## config.mk

```make
export PLATFORM = sky130hd
export DESIGN_NAME = logic_unit_pipe
export DESIGN_NICKNAME = d
export VERILOG_FILES = /design/src/rtl/logic_unit_pipe.sv
export SDC_FILE = /design/constraint.sdc
export NUM_CORES = 1
export LEC_CHECK = 0
export ABC_AREA = 1
export CORE_ASPECT_RATIO = 1.5
export CORE_MARGIN = 2
export CORE_UTILIZATION = 51
export DETAILED_ROUTE_END_ITERATION = 6
export PLACE_DENSITY = 0.86
export RECOVER_POWER = 100
export SKIP_LAST_GASP = 1
export SLEW_MARGIN = 20
export SYNTH_ARGS = -nofsm -noshare
export SYNTH_HDL_FRONTEND = slang
export SYNTH_SLANG_ARGS = --single-unit
```

## constraint.sdc

```tcl
create_clock -name clk -period 2.18 [get_ports clk]
set_input_delay 0.436 -clock clk [delete_from_list [all_inputs] [get_ports clk]]
set_output_delay 0.436 -clock clk [all_outputs]
set_load 0.005 [all_outputs]
```

## src/rtl/logic_unit_pipe.sv

```systemverilog
// Bitwise logic unit with one registered output stage and valid/ready handshakes.
// It also produces zero and all-ones flags and a wrapping count of delivered results.
module logic_unit_pipe #(
  parameter int WIDTH = 16,
  parameter int CNT_W = 16
) (
  input  logic             clk,
  input  logic             rst_n,
  input  logic             in_valid,
  output logic             in_ready,
  input  logic [WIDTH-1:0] a,
  input  logic [WIDTH-1:0] b,
  input  logic [2:0]       op,
  output logic             out_valid,
  input  logic             out_ready,
  output logic [WIDTH-1:0] out,
  output logic             zr,
  output logic             all_ones,
  output logic [CNT_W-1:0] ops_done
);

  function automatic logic [WIDTH-1:0] logic_op(
    input logic [WIDTH-1:0] x,
    input logic [WIDTH-1:0] y,
    input logic [2:0]       sel
  );
    logic [WIDTH-1:0] r;
    case (sel)
      3'b000:  r = x & y;
      3'b001:  r = ~(x & y);
      3'b010:  r = x | y;
      3'b011:  r = ~(x | y);
      3'b100:  r = x ^ y;
      3'b101:  r = ~(x ^ y);
      3'b110:  r = ~x;
      default: r = x;
    endcase
    return r;
  endfunction

  logic [WIDTH-1:0] res_p0;
  logic [WIDTH-1:0] res_p1;
  logic             zr_p1;
  logic             ao_p1;
  logic             vld_p1;
  logic [CNT_W-1:0] cnt_p1;
  logic             accept;
  logic             deliver;

  assign res_p0   = logic_op(a, b, op);
  assign in_ready = !vld_p1 || out_ready;
  assign accept   = in_valid && in_ready;
  assign deliver  = vld_p1 && out_ready;

  // p0 -> p1: result register; a same-cycle accept keeps the stage full
  always_ff @(posedge clk) begin
    if (!rst_n) begin
      vld_p1 <= 1'b0;
      res_p1 <= '0;
      zr_p1  <= 1'b1;
      ao_p1  <= 1'b0;
      cnt_p1 <= '0;
    end else begin
      if (accept) begin
        res_p1 <= res_p0;
        zr_p1  <= (res_p0 == '0);
        ao_p1  <= &res_p0;
        vld_p1 <= 1'b1;
      end else if (deliver) begin
        vld_p1 <= 1'b0;
      end
      if (deliver) cnt_p1 <= cnt_p1 + CNT_W'(1);
    end
  end

  assign out_valid = vld_p1;
  assign out       = res_p1;
  assign zr        = zr_p1;
  assign all_ones  = ao_p1;
  assign ops_done  = cnt_p1;

endmodule
```

# Word level (Yosys, flattened, before mapping)

Cells that the tools add are included.

Add/sub/neg operators: 1
Multiply operators: 0
Divide/modulo/power cells: 0
$lt $le $gt $ge: 0
Equal/unequal tests: 6
Shift-type cells: 0
Mux-type cells: 3
Bitwise logic cells: 7
Reduce and logical (&&, ||, !) cells: 8

Operator list:

| operator                                                         | number |
|---|---|
| 16-bit one-hot mux with 7 select lines                           | 1 |
| 16-bit inverter                                                  | 4 |
| 16-bit by 1-bit adder with 16-bit output (second input constant) | 1 |
| 16-bit bitwise AND                                               | 1 |
| 16-bit logical NOT                                               | 1 |
| 16-bit bitwise OR                                                | 1 |
| 16-bit AND reduction                                             | 1 |
| 16-bit bitwise XOR                                               | 1 |
| 3-bit == test (second input constant)                            | 3 |
| 3-bit by 2-bit == test with 1-bit output (second input constant) | 2 |
| 3-bit by 1-bit == test with 1-bit output (second input constant) | 1 |
| 3-bit logical NOT                                                | 1 |
| 1-bit logical AND                                                | 2 |
| 1-bit 2-to-1 mux                                                 | 2 |
| 2-bit nonzero test                                               | 1 |
| 1-bit logical NOT                                                | 1 |
| 1-bit logical OR                                                 | 1 |

Flip-flop bits (word level): 35
Bits in latches: 0
RAM bits: 0
Memory bits (read-only): 0
Memories kept: 0

# Depth between registers and ports, before layout

Gate-level depths: netlist of the first run.

Word-level depth: 4
Depth in mapped cells: 13
Mapped depth without buffers: 13

# Least setup slack after synthesis of the first run

OpenSTA, ideal clock, no wires.

Path type: input to register
From: input port op[2]
To: register zr_p1 (netlist: zr)
Library setup time: 0.058 ns
Arrival: 1.663 ns
Slack: 0.459 ns
Stages on the path: 12
Path through: buf_2 > inv_1 > buf_2 > nand2_1 > nor2_1 > nor3_1 > nand3_1 > nor2_1 > nand2_1 > nor2_1 > nand3_1 > nand2_1

Cells in the longest elaborated chain, start to end: 3
Elaborated cells on any way between the ends: 9
Classes of those cells: eq/ne (6); mux (1); reduce/logical (2)

RTL lines:

| element                                     | line | text |
|---|---|---|
| start, declared                             | 13   | `input logic [2:0] op,` |
| 3-bit == test, or another cell as far along | 28   | `case (sel)` |
| 16-bit one-hot mux with 7 select lines (*)  | 28   |  |
| 16-bit logical NOT (*)                      | 66   | `zr_p1 <= (res_p0 == '0);` |
| end signal, assigned                        | 66   |  |
| end, declared                               | 43   | `logic zr_p1;` |

Every way passes the cells marked *; elsewhere a longest branch is shown, timed or not.
A chain may end at the register's enable or synchronous reset.

# Worst setup path after layout of the first run

From: input port out_ready
To: output port in_ready

Cells in the longest elaborated chain, start to end: 1

RTL lines:

| element          | line | text |
|---|---|---|
| start, declared  | 15   | `input logic out_ready,` |
| 1-bit logical OR | 51   | `assign in_ready = !vld_p1 \|\| out_ready;` |
| end, declared    | 10   | `output logic in_ready,` |

Every way passes these cells.

==> reports/metrics.csv, run 1 <==
metric,value,unit
worst-path cell chain,dlygate4sd3_1 > inv_1 > nand2_1 > clkdlybuf4s50_1,
n_diodes,0,
period utilization,95.5,%
outcome,"complete, no violations",
layout cells sized above 1,9.94,%
pre-CTS WS,-0.207,ns
Residual DRC,0,
Syn-to-layout area delta,39.7,%
Via density,5.21,
fin crit period,2.08,ns
Synth Cell Area,0.00316,mm^2
Root Buffer,clkbuf_8,
Worst Path Max Fanout,3,
Int Power,0.00122,W
I/O Buffers,74,
final setup violation count,0,
fin cells,738,
Clock Latency Late Sink,0.29,ns
Leakage,2.34,nW
Routed wire per std cell,11.9,um
Synth Area in Adders,13.1,%
core area,0.00609,mm^2
"Hold Vio Cnt, Final",0,
Max stage delay on crit path,0.55,ns
setup ws final,0.0984,ns
crit path DAT,1.65,ns
Post-Syn Nets,622,
setup bufs post-CTS,0,
Overflow after GRT,0,
Setup CP Type,primary input to output pin,
Peak VDD IR,0.199,mV
clock share of power,26.5,%
Ys Warns,0,
hold crit path type,flip-flop to flip-flop,
slew of the pin with the lowest slew margin,0.370,ns
post-synthesis mux area share,0,%
DRT Pass-1 Iters,5,
CTS Buf Count,5,
Required @ worst endpoint,1.74,ns
CTS tree,built,
CP Capture Type,output pin,
RSZ-0062 raised after global routing,true,
largest family of logic cells by synthesized area,simple AND/OR/NAND/NOR gates,
post-synthesis cell type count,20,
Synth Area per Inst,5.75,um^2
CP Launch Type,primary input,
die area,0.00686,mm^2
Seq cells post-synth,35,
Synth Area in XOR/XNOR,0,%
num rows,35,
clock skew,0.00713,ns
clock sink count,35,
die height,100,um
Switch Pwr,0.000557,W
IO Count,75,
vias in the first global route,3659,
Slew Limit Fails,0,
Post-DP Area,0.00432,mm^2
Comb pwr share,34.6,%
GRT Overall Usage,27.4,%
CTS H-tree depth,2,
first-pass GRT wire length,14700,um
PD cells,402,mW/mm^2
MaxCap Viol Count,0,
Total Power,0.00178,W
Mapped Cells,550,
Die W,68.3,um
vias,3845,
Worst path slowest cell,dlygate4sd3_1,
Post-Route WL,8810,um
FMAX,480,MHz
GPL Wtd Cong,0.925,
# placed instances,731,
post-route cell area,0.00442,mm^2
Synth Area in Compound Gates,8.39,%
sequential share of power,38.9,%
Final nets,736,
Clock Tree Buf Depth,2,
CTS Hold Bufs,0,
Synth Area in Simple Gates,43.3,%
Starting Density,51.9,%
1st-iter DRT viols,193,
sequential cell area fraction in the yosys report,22.2,%
CTS clock-pin slew for the worst setup and hold paths,0.07,ns
Net Sw Frac,31.3,%
Detailed Place HPWL,7100,um
headroom to the max-slew limit,75.3,%
largest net degree at the start of global routing,19,
post-route ant nets,0,
initial antenna violation count,0,
[cell families (layout without fill, tap and decap cells)]
family          after synthesis  after routing
buf+inv                     105            219
compound gates               53             53
flops                        35             35
simple gates                324            324
fa+ha+maj                    33             33
[final cells by class]
class	count	area (um^2)
multi-input cells	410	2060
clock buffers	6	82.6
clock inverters	1	5.00
fillers	531	1670
flip-flops and latches	35	701
well taps	74	92.6
repair buffers	125	1150
inverters	87	327
[sequential cells by signal (all words and copies together), names as in the netlist]
signal / flops
all_ones: 1
ops_done: 16
out: 16
out_valid: 1
zr: 1
[synthesized netlist by cell type (all sizes together)]
library cell / instances / area [um^2]
nand2: 135 / 509
nor2: 109 / 427
inv: 87 / 327
nand3: 50 / 250
dfxtp: 35 / 701
ha: 33 / 413
o21ai: 32 / 160
a21oi: 21 / 105
nor3: 15 / 75.1
buf: 12 / 65.1
nand3b: 10 / 75.1
clkbuf: 6 / 22.5
nand4: 4 / 25.0
nor3b: 1 / 7.51
[layer usage]
layer | track usage [%] | wire [um]
met1 | 27.3 | 3280
met2 | 50.4 | 4700
met3 | 3.59 | 432
met4 | 18.0 | 400
met5 | 0 | 0
[power by group through the flow]
stage,Sequential [W],Combinational (W),Clock (W)
6_report,0.000690,0.000615,0.000472
5_1_grt,0.000693,0.000692,0.000504
4_1_cts,0.000691,0.000626,0.000477
3_5_place_dp,0.000706,0.000623,0
3_3_place_gp,0.000705,0.000599,0
2_1_floorplan,0.000704,0.000301,0
[layout by cell type, fill, tap and decap left out]
master and n:
nand2_1 132, nor2_1 105, inv_1 84, nand3_1 50
dlygate4sd3_1 39, buf_4 37, dfxtp_1 35, ha_1 33
clkdlybuf4s50_1 33, o21ai_0 32, a21oi_1 21, nor3_1 14
nand3b_1 10, clkbuf_4 7, clkbuf_8 6, nand4_1 4
inv_2 3, nand2_2 3, clkbuf_1 3, nor2_4 2
nor2_2 2, dlymetal6s2s_1 2, buf_12 2, buf_6 2
nor3_2 1, nor3b_1 1, clkinv_2 1
[worst max-delay path: cells and delay by family]
family	cells	cell delay, ns
buffers and inverters	3	1.10
and+or+nand+nor	1	0.11
[worst paths after layout]
kind | from | endpoint | slack (ns) | depth (start not counted)
setup / recovery | out_ready | in_ready | 0.1 | 4
hold / removal | all_ones | all_ones | 0.50 | 2
setup reg to reg | ops_done[1] | ops_done[10] | 0.30 | 11
hold reg to reg | all_ones | all_ones | 0.50 | 2
[through the flow]
step	hold slack (ns)	util, %	TNS, ns
floorplan	0.462	-	0
global placement	0.468	70.9	-0.432
detailed placement	0.487	70.9	-0.980
CTS	0.497	72.3	0
global route	0.509	72.6	-0.0289
finish	0.498	72.6	0
[what timing repair did]
item | 4_1_cts | 5_1_grt
resized for setup | 0 | 8
setup endpoints to repair | 0 | 4
endpoints found under the hold margin | 0 | 0
Note: power is estimated with default switching activity, not from simulation.
==> run 2, diff against run 1 <==
Settings changed: CORE_UTILIZATION 51 to 46, PLACE_DENSITY 0.86 to 0.82.
Clock period 2.18 ns to 1.72 ns, I/O delays scaled along.
==> run 2 against run 1 <==
Net effect:
- critical path depth rose by 6
- wire length rose by 13%
- total power rose by 51%
- final area is 16% higher
- sequential share of layout area is 2.0 points lower
- setup slack worse by 0.087 ns
- sequential power rose by 27%
- combinational power increased by 50%
- clock power grew 87%
- worst hold slack got worse by 0.00085 ns
- cell count grew 6.4%
- non-clock buffer count increased by 42
- critical endpoint is now ops_done[13]
- largest power group is now combinational cells
- highest routed layer unchanged
==> reports/metrics.csv, run 2 (same netlist as run 1, synthesis figures left out) <==
metric,value,unit
CTS clock-pin slew for the worst setup and hold paths,0.07,ns
Setup CP Type,flip-flop to flip-flop,
Syn-to-layout area delta,61.8,%
"commonest non-fill, non-tap cell in the layout",nand2_1,
n_diodes,0,
crit path DAT,1.90,ns
first-pass GRT wire length,16200,um
CTS Hold Bufs,0,
Post-Route WL,9950,um
FMAX,585,MHz
Via density,5.16,
Leakage,2.72,nW
num rows,37,
IO Count,75,
FF-to-FF path depth,10,
Routed wire per std cell,12.7,um
Residual DRC,0,
hold crit path type,flip-flop to flip-flop,
CP Launch Type,flip-flop,
CTS Buf Count,5,
Worst Path Max Fanout,3,
initial antenna violation count,0,
Root Buffer,clkbuf_8,
fin cells,785,
FF-to-FF Start,ops_done[1],
MaxCap Viol Count,0,
GPL Wtd Cong,0.874,
DRT Pass-1 Iters,5,
post-route ant nets,0,
Overflow after GRT,0,
CTS tree,built,
PD cells,525,mW/mm^2
slew of the pin with the lowest slew margin,0.292,ns
vias in the first global route,3928,
headroom to the max-slew limit,80.4,%
CP startpoint,ops_done[1],
Die W,71.7,um
# placed instances,763,
RSZ-0062 raised after global routing,true,
layout cells sized above 1,24.9,%
Total Power,0.00268,W
"commonest cells after routing, fill and taps aside","nand2_1 (122), nor2_1 (99), buf_4 (85)",
Clock Tree Buf Depth,2,
core area,0.00676,mm^2
WHS Path Cells,2,
outcome,"complete, no violations",
CP Capture Type,flip-flop,
clock skew,0.00346,ns
Detailed Place HPWL,7050,um
die area,0.00757,mm^2
Clock Latency Late Sink,0.29,ns
Starting Density,46.8,%
Final Hold Slack,0.497,ns
1st-iter DRT viols,175,
die height,106,um
largest net degree at the start of global routing,20,
clock sink count,35,
GRT Overall Usage,26.0,%
"Hold Vio Cnt, Final",0,
CTS H-tree depth,2,
I/O Buffers,74,
Peak VDD IR,0.418,mV
final setup violation count,0,
period utilization,99.3,%
vias,4049,
hold_sp,ops_done[2],
Slew Limit Fails,0,
Final nets,778,
fin crit period,1.71,ns
Required @ worst endpoint,1.91,ns
-- run 2: area by class of cell --
type / instances / area, um^2
Multi-Input combinational cell: 410 / 2340
Sequential cell: 35 / 707
Fill cell: 521 / 1640
Clock buffer: 5 / 68.8
Inverter: 87 / 327
Timing Repair Buffer: 167 / 1510
Clock inverter: 3 / 67.6
Tap cell: 78 / 97.6
-- run 2: metrics by stage --
step / utilization (%) / area, um^2 / setup TNS (ns) / setup WS, ns
2_1_floorplan: - / 3160 / 0 / 0.0657
3_3_place_gp: 66.8 / 4520 / -9.72 / -0.601
3_5_place_dp: 66.8 / 4520 / -10.83 / -0.656
4_1_cts: 71.9 / 4860 / -0.0847 / -0.0828
5_1_grt: 75.7 / 5120 / -0.437 / -0.123
6_report: 75.7 / 5120 / 0 / 0.0113
-- run 2: where the power goes --
group / internal, W / total (W) / switching [W]
clock network: 0.000578 / 0.000884 / 0.000306
registers: 0.000851 / 0.000878 / 0.0000271
logic: 0.000469 / 0.000922 / 0.000453
-- run 2: final timing paths --
path	to	slack, ns
max reg2reg	ops_done[13]	0.01
min	ops_done[2]	0.50
min reg2reg	ops_done[2]	0.50
max	ops_done[13]	0.01
-- run 2: critical path: stages, from the launching register on --
cell and delay [ns]:
dfxtp_4 0.37, buf_6 0.11, nand2_4 0.04, nor3_4 0.21
nand4_1 0.19, nor2_1 0.18, nand3_2 0.12, nor3_2 0.20
nand2_1 0.08, nand2_1 0.06, nor2_1 0.04
-- run 2: timing repair --
action | CTS | global route
setup endpoints to repair | 24 | 17
gates resized for setup | 58 | 72
pin swaps | 28 | 44
gates cloned | 1 | 1
buffers inserted | 8 | 4
-- run 2: per-layer routing --
| metal | routed length (um) | part of all wire (%) | GRT usage, % | vias up |
|---|---|---|---|---|
| met5 | 0 | 0 | 0 | - |
| met2 | 5320 | 53 | 47.9 | 157 |
| met1 | 3790 | 38 | 28.1 | 1831 |
| met4 | 408 | 4.1 | 14.0 | 0 |
| li1 | - | - | - | 2023 |
| met3 | 436 | 4.4 | 2.58 | 38 |
==> run 3, diff against run 2 <==
Settings changed: CORE_UTILIZATION 46 to 55, CTS_CLUSTER_SIZE set to 12, PLACE_DENSITY 0.82 to 0.91.
Clock period 1.72 ns to 2.1 ns, I/O delays scaled along.
==> run 3 against run 2 <==
Net effect:
- first-iteration DRC count is 23% higher
- sequential share of layout area up 1.5 points
- total power shrank 26%
- clock skew is 0.0024 ns higher
- critical endpoint is now ops_done[15]
==> reports/metrics.csv, run 3 (same netlist as run 1, synthesis figures left out) <==
metric,value,unit
clock skew,0.00590,ns
Slew Limit Fails,0,
Syn-to-layout area delta,45.1,%
sequential share of power,35.9,%
Peak VDD IR,0.356,mV
Final Util,83.5,%
fin crit period,2.06,ns
FMAX,486,MHz
Routed wire per std cell,13.0,um
Residual DRC,0,
Final Hold Slack,0.503,ns
headroom to the max-slew limit,65.1,%
Net Sw Frac,30.8,%
layout cells sized above 1,13.0,%
1st-iter DRT viols,216,
final setup violation count,0,
largest net degree at the start of global routing,23,
worst-path cell chain,clkdlybuf4s50_1 > nand2_1 > nor3_1 > nand4_1 > nor2_1 > nand3_1 > nor2_1 > nand2_1 > nand2_1 > nor2_1,
clock share of power,30.6,%
crit path buf inv count,1,
Die W,65.9,um
Clock Tree Buf Depth,2,
first-pass GRT wire length,15800,um
Clock Latency Late Sink,0.29,ns
"commonest non-fill, non-tap cell in the layout",nand2_1,
IO Count,75,
die height,96.9,um
outcome,"complete, no violations",
Switch Pwr,0.000615,W
GRT Overall Usage,30.1,%
I/O Buffers,74,
DRT Pass-1 Iters,5,
"delay-heaviest family, CP",simple AND/OR/NAND/NOR gates,
vias in the first global route,3896,
Starting Density,57.6,%
MaxCap Viol Count,0,
"Hold Vio Cnt, Final",0,
core area,0.00549,mm^2
Final nets,747,
Required @ worst endpoint,2.30,ns
Worst path slowest cell,clkdlybuf4s50_1,
num rows,33,
PD cells,435,mW/mm^2
hold crit path type,flip-flop to flip-flop,
pre-CTS WS,-0.330,ns
n_diodes,0,
CP Launch Type,primary input,
Leakage,2.47,nW
initial antenna violation count,0,
Overflow after GRT,0,
CTS clock-pin slew for the worst setup and hold paths,0.08,ns
Detailed Place HPWL,7280,um
GPL Wtd Cong,0.932,
clock sink count,35,
Via density,5.41,
CTS Hold Bufs,0,
period utilization,98.0,%
"commonest cells after routing, fill and taps aside","nand2_1 (132), nor2_1 (104), inv_1 (83)",
Max stage delay on crit path,0.48,ns
CTS Buf Count,5,
RSZ-0062 raised after global routing,true,
vias,4039,
Worst Path Max Fanout,3,
Comb pwr share,33.5,%
crit path DAT,2.26,ns
CP Capture Type,flip-flop,
post-route ant nets,0,
die area,0.00638,mm^2
CTS tree,built,
Root Buffer,clkbuf_8,
setup ws final,0.0416,ns
Int Power,0.00138,W
Total Power,0.00200,W
fillers,354,
slew of the pin with the lowest slew margin,0.522,ns
Post-Route WL,9730,um
Setup CP Type,primary input to flip-flop,
CTS H-tree depth,2,
run 3: cell types whose count changed in the layout (fill, tap and decap cells not counted), moves of 6 or more:
| cell | delta |
|---|---|
| ha_1 | +8 |
| dlygate4sd3_1 | +31 |
| dlygate4sd2_1 | -12 |
| buf_4 | -29 |
| nand3_1 | +6 |
| nor3_1 | +6 |
| ha_4 | -9 |
| inv_2 | -17 |
| dlymetal6s2s_1 | -12 |
| inv_1 | +17 |
| nand2_1 | +10 |
| nand2_2 | -8 |
run 3: timing repair:
| action | 4_1_cts | 5_1_grt |
|---|---|---|
| pin swaps | 0 | 12 |
| buffers inserted | 0 | 0 |
| endpoints found under the setup margin | 4 | 6 |
| gates resized for setup | 2 | 22 |
run 3: worst paths after layout:
kind	startpoint	to	slack [ns]	cells after the start
worst max-delay path	out_ready	ops_done[15]	0.04	10
worst min-delay path	ops_done[15]	ops_done[15]	0.50	2
worst max register to register	ops_done[1]	ops_done[14]	0.12	11
worst min register to register	ops_done[15]	ops_done[15]	0.50	2
run 3: metrics by stage:
stage	instances	setup TNS [ns]	instance area, um^2
2_1_floorplan	550	0	3160
3_3_place_gp	738	-1.42	4410
3_5_place_dp	738	-2.76	4410
4_1_cts	746	-0.00320	4530
5_1_grt	746	-0.441	4590
6_report	746	0	4590
run 3: worst min-delay path, cell delays in order, from the launching register on:
cell and delay (ns):
dfxtp_1 0.32, nor2_1 0.10, nor2_1 0.05
run 3: area by class of cell:
| class | instances | area [um^2] | area share [%] |
|---|---|---|---|
| multi-input cells | 410 | 2090 | 45.5 |
| repair buffers | 136 | 1270 | 27.7 |
| flip-flops and latches | 35 | 701 | 15.3 |
| inverters | 87 | 327 | 7.12 |
| well taps | 70 | 87.6 | 1.91 |
| clock buffers | 5 | 68.8 | 1.50 |
| clock inverters | 3 | 43.8 | 0.954 |
run 3: layer usage:
metal / global-route usage [%] / vias up / share of wire, %
met3: 2.44 / 41 / 5.2
met2: 56.6 / 179 / 55
met5: 0 / - / 0
met1: 31.2 / 1855 / 36
li1: - / 1964 / -
met4: 16.2 / 0 / 4.0
run 3: power by group through the flow:
stage,Sequential (W),Clock (W),Combinational (W)
after floorplan,0.000731,0,0.000312
after global placement,0.000730,0,0.000638
after detailed placement,0.000731,0,0.000664
after CTS,0.000717,0.000607,0.000668
after global routing,0.000720,0.000632,0.000743
final,0.000717,0.000610,0.000669
